`src/rtl/serial_adder.sv`:
```
// Bit-serial WIDTH-bit adder: latches A/B/Cin, feeds one bit pair per clock LSB-first into a full-adder cell.
// Latency: start accepted at edge 0; Sout/Cout update and done pulses from edge WIDTH (one op per WIDTH+2 cycles).
// Backpressure: none; start is only sampled in IDLE, requests arriving in SHIFT/DONE are dropped.
module serial_adder #(
   parameter int WIDTH = 8,
   parameter int CNT_W = $clog2(WIDTH + 1)
) (
   input  logic             clk,
   input  logic             rst_n,
   input  logic             start,
   input  logic [WIDTH-1:0] A,
   input  logic [WIDTH-1:0] B,
   input  logic             Cin,
   output logic             busy,
   output logic             done,
   output logic [WIDTH-1:0] Sout,
   output logic             Cout
);

   typedef enum logic [1:0] {
      IDLE  = 2'd0,
      SHIFT = 2'd1,
      DONE  = 2'd2
   } state_t;

   state_t           state_q, state_d;
   logic [WIDTH-1:0] a_sr_q, a_sr_d;
   logic [WIDTH-1:0] b_sr_q, b_sr_d;
   // Only WIDTH-1 sum bits need storing: the newest bit joins them on the final
   // edge and goes straight to Sout, so the oldest bit never has to shift out.
   logic [WIDTH-2:0] sum_sr_q, sum_sr_d;
   logic [WIDTH-1:0] sum_next;
   logic [WIDTH-1:0] sout_q, sout_d;
   logic             c_q, c_d;
   logic             cout_q, cout_d;
   logic [CNT_W-1:0] cnt_q, cnt_d;
   logic             s_bit;
   logic             c_next;

   // Full-adder cell fed by the current operand LSBs and the registered carry
   always_comb begin
      s_bit    = a_sr_q[0] ^ b_sr_q[0] ^ c_q;
      c_next   = (a_sr_q[0] & b_sr_q[0]) | (c_q & (a_sr_q[0] ^ b_sr_q[0]));
      sum_next = {s_bit, sum_sr_q};
   end

   // Next-state logic and datapath updates for IDLE/SHIFT/DONE
   always_comb begin
      state_d  = state_q;
      a_sr_d   = a_sr_q;
      b_sr_d   = b_sr_q;
      sum_sr_d = sum_sr_q;
      sout_d   = sout_q;
      c_d      = c_q;
      cout_d   = cout_q;
      cnt_d    = cnt_q;
      case (state_q)
         IDLE: begin
            if (start) begin
               a_sr_d   = A;
               b_sr_d   = B;
               c_d      = Cin;
               cnt_d    = '0;
               sum_sr_d = '0;
               state_d  = SHIFT;
            end
         end
         SHIFT: begin
            sum_sr_d = sum_next[WIDTH-1:1];
            a_sr_d   = {1'b0, a_sr_q[WIDTH-1:1]};
            b_sr_d   = {1'b0, b_sr_q[WIDTH-1:1]};
            c_d      = c_next;
            cnt_d    = cnt_q + CNT_W'(1);
            // Last bit pair: publish the full sum and the final carry together
            if (cnt_q == CNT_W'(WIDTH - 1)) begin
               sout_d  = sum_next;
               cout_d  = c_next;
               state_d = DONE;
            end
         end
         DONE: begin
            state_d = IDLE;
         end
         default: begin
            state_d = IDLE;
         end
      endcase
   end

   // State and datapath registers; reset aborts any operation in flight
   always_ff @(posedge clk or negedge rst_n) begin
      if (!rst_n) begin
         state_q  <= IDLE;
         a_sr_q   <= '0;
         b_sr_q   <= '0;
         sum_sr_q <= '0;
         sout_q   <= '0;
         c_q      <= 1'b0;
         cout_q   <= 1'b0;
         cnt_q    <= '0;
      end else begin
         state_q  <= state_d;
         a_sr_q   <= a_sr_d;
         b_sr_q   <= b_sr_d;
         sum_sr_q <= sum_sr_d;
         sout_q   <= sout_d;
         c_q      <= c_d;
         cout_q   <= cout_d;
         cnt_q    <= cnt_d;
      end
   end

   assign busy = (state_q == SHIFT);
   assign done = (state_q == DONE);
   assign Sout = sout_q;
   assign Cout = cout_q;

endmodule
```
`config.mk`:
```
export PLATFORM = sky130hd
export DESIGN_NAME = serial_adder
export DESIGN_NICKNAME = d
export VERILOG_FILES = /design/src/rtl/serial_adder.sv
export SDC_FILE = /design/constraint.sdc
export NUM_CORES = 1
export LEC_CHECK = 0
export ABC_AREA = 1
export CAP_MARGIN = 40
export CORE_MARGIN = 1
export CORE_UTILIZATION = 55
export DETAILED_ROUTE_END_ITERATION = 8
export PLACE_DENSITY = 0.84
export SLEW_MARGIN = 10
export SYNTH_ARGS = -nofsm -noshare
export SYNTH_HDL_FRONTEND = slang
export SYNTH_SLANG_ARGS = --single-unit
```
`constraint.sdc`:
```
create_clock -name clk -period 2.4 [get_ports clk]
set_clock_uncertainty 0.15 [all_clocks]
set_input_delay 0.36 -clock clk [delete_from_list [all_inputs] [get_ports clk]]
set_output_delay 0.36 -clock clk [all_outputs]
set_load 0.05 [all_outputs]
```
==> out/metrics.cfg <==
[run_status]
status=finished with violations
violations=design-rule violations

[timing]
period_needed_ps=2257
setup_tns_ps=0
rsz0062_at_grt=false
fin_crit_sh=0.9403
tightest_slew_ps=847.0
finalSetupViolations=0
clock.fmax_ghz=0.4431
drv_slew=0
hold_viol_final=0
maxSlewHeadroom=0.4353

[synthesis]
synth_top_area_frac=0.5698
syn-num-nets=213
synth_area_um2=1713
synth.distinct_cells=20
ys_seq_area_frac=0.5698
synthTopCellsByArea=dfrtp_1 57%, nand2_1 18%, nand3_1 13%
syn_inst=191
syn_area_per_cell_um2=8.968
yosysWarnings=0
yosys.area.top_type=dfrtp_1
synth_seq_cells=39

[power_and_ir_drop]
combPwrFrac=0.416
power.clock.fraction=0.170
p_total_w=0.002695
intPower_w=0.001556
switching_share=0.4225
p_leak_nw=1.019
p_switching_w=0.001139
pwr-share-seq=0.415
powerDensity_nw_per_um2=1297
ir_drop_v=0.0005986

[setup_path]
cp_num_cells=2
cp_data_required_time_ps=1890
max_stage_delay_ps=800
worstSetupPathType=reg2out
critPathLaunchType=register
endpoint_kind=output port
reg2reg_depth=5
crit_slowest_cell=clkdlybuf4s50_1
worstPathArrival_ps=1750
startpoint=state_q[0]$_DFFE_PN0P_
reg2reg_from=state_q[0]$_DFFE_PN0P_
cp_max_fo=3
crit_chain=nor2_1 > clkdlybuf4s50_1
critPathTopFamily=buffers and inverters
critPathBufInv=1

[clock_network]
clock_latency_ps=350
ctsHtreeMaxLevel=2
cts_made_buffers=5
cts_resized=0
cts_tree=built
hold_buffers=1
clk_pin_slew_ps=120
cts_setup_buffers=0
cts_buffer_depth=2
clkSinkCount=39
root_buffer=clkbuf_4

[grt]
grt_pass1_wl_mm=5.499
grt_pass1_vias=1299
antenna_found_initial=0
grt_max_degree=40
grt_use_total=0.2188
grt_overflow=0

[placement]
gp_congestion=0.7669
place_inst=244
postPlaceCellArea_um2=1981
port-buffer-count=30
hpwl_mm=2.048

[cells_and_area]
final_cell_count_no_fill=253
final_cell_area_um2=2077
fin_nets=243
antenna_cells=0
fill_cells=233
drive_gt1_frac=0.08108
area_growth_syn_to_layout_pct=21.26
final_core_util=0.7281

[die]
fp.dieW_um=57.81
start_util=0.6004
core-area_um2=2853
io_pins=31
die_height_um=57.81
die_area_um2=3341
rows=19

[drt]
ant_nets=0
viasPerCell=5.427
dr.pass1.iters=6
drc_errors=1
drt-total-wl_mm=3.162
post_drt_wl_per_cell_um=12.50
dr.first_iter.drc_count=75
vias=1373

[worst_hold_path]
min_from=sum_sr_q[0]$_DFFE_PN0P_
hold_depth=2
hp-class=reg2reg

[job]
maxCapViolations=0

## logic make-up (layout without fill, tap and decap cells)
family | count (synthesis) | after routing | share of synthesized area
buffers and inverters | 12 | 43 | 0.05112
flip-flops | 39 | 39 | 0.5698
adder cells (fa/ha/maj) | 2 | 2 | 0.01899
XOR/XNOR | 1 | 1 | 0.005114
AND/OR/NAND/NOR | 134 | 134 | 0.3448
AO/OA/AOI/OAI | 3 | 3 | 0.01022
## worst register-to-register path: stages (launching register included)
cell and delay [ps]:
dfrtp_1 470, nand2_4 260, inv_6 260, nand2_2 190, nand2_1 100, nand2_1 60
## final timing paths
check,slack [ps],endpoint
worst max-delay path,140,done
worst min-delay path,340,Sout[0]$_DFFE_PN0P_
worst max register to register,800,Sout[2]$_DFFE_PN0P_
worst min register to register,340,Sout[0]$_DFFE_PN0P_
max in group asynchronous,1070,a_sr_q[0]$_DFFE_PN0P_
min in group asynchronous,490,sum_sr_q[3]$_DFFE_PN0P_
## power by group through the flow
stage / registers, W / clock network (W) / logic (W)
6_report: 0.00112 / 0.000457 / 0.00112
4_1_cts: 0.00112 / 0.000467 / 0.00113
3_5_place_dp: 0.00113 / 0 / 0.00112
5_1_grt: 0.00115 / 0.000495 / 0.00124
3_3_place_gp: 0.00111 / 0 / 0.00110
2_1_floorplan: 0.00134 / 0 / 0.000630
## cell usage in the layout, fill, tap and decap left out, drive strengths merged
cell type      count
bufinv             1
xnor2              1
dfrtp             39
clkinv             1
nand3             46
clkbuf             6
clkdlybuf4s50     28
dlygate4sd3        1
nand2             83
o21bai             1
nor2               4
ha                 1
o21ai              2
fa                 1
buf                3
nand4              1
inv                3
## stage by stage
step	hold WS [ps]	setup WS (ps)
2_1_floorplan	-85.59	783.4
3_3_place_gp	310.5	551.5
3_5_place_dp	314.1	537.6
4_1_cts	343.4	134.8
5_1_grt	368.9	66.48
6_report	340.1	143.2
## cell usage after synthesis
master,instances
nand2_1,80
nand3_1,46
dfrtp_1,39
buf_2,3
buf_4,3
buf_6,3
nand2_2,2
nor2_1,2
nor2_4,2
fa_1,1
ha_1,1
inv_1,1
inv_2,1
inv_6,1
nand2_4,1
nand4_1,1
o21ai_0,1
o21ai_1,1
o21bai_1,1
xnor2_1,1
## layer usage
layer,global-route usage,share of wire
met4,0.1156,0.024
met1,0.2462,0.44
met2,0.3727,0.48
met5,0,0
met3,0.06696,0.052
## final cells by class
class / instances / area, um2 / share of cell area
flip-flops and latches: 39 / 975.9 / 0.4699
multi-input cells: 140 / 649.4 / 0.3127
repair buffers: 32 / 310.3 / 0.1494
clock buffers: 6 / 51.30 / 0.02470
well taps: 31 / 38.79 / 0.01867
clock inverters: 2 / 35.03 / 0.01687
inverters: 3 / 16.27 / 0.007831
## state kept, by name, indices dropped and copies added, names as in the netlist
| signal | cells |
|---|---|
| Sout | 8 |
| a_sr_q | 8 |
| b_sr_q | 8 |
| sum_sr_q | 7 |
| cnt_q | 4 |
| state_q | 2 |
| Cout | 1 |
| c_q | 1 |
Note: power is estimated with default switching activity, not from simulation.
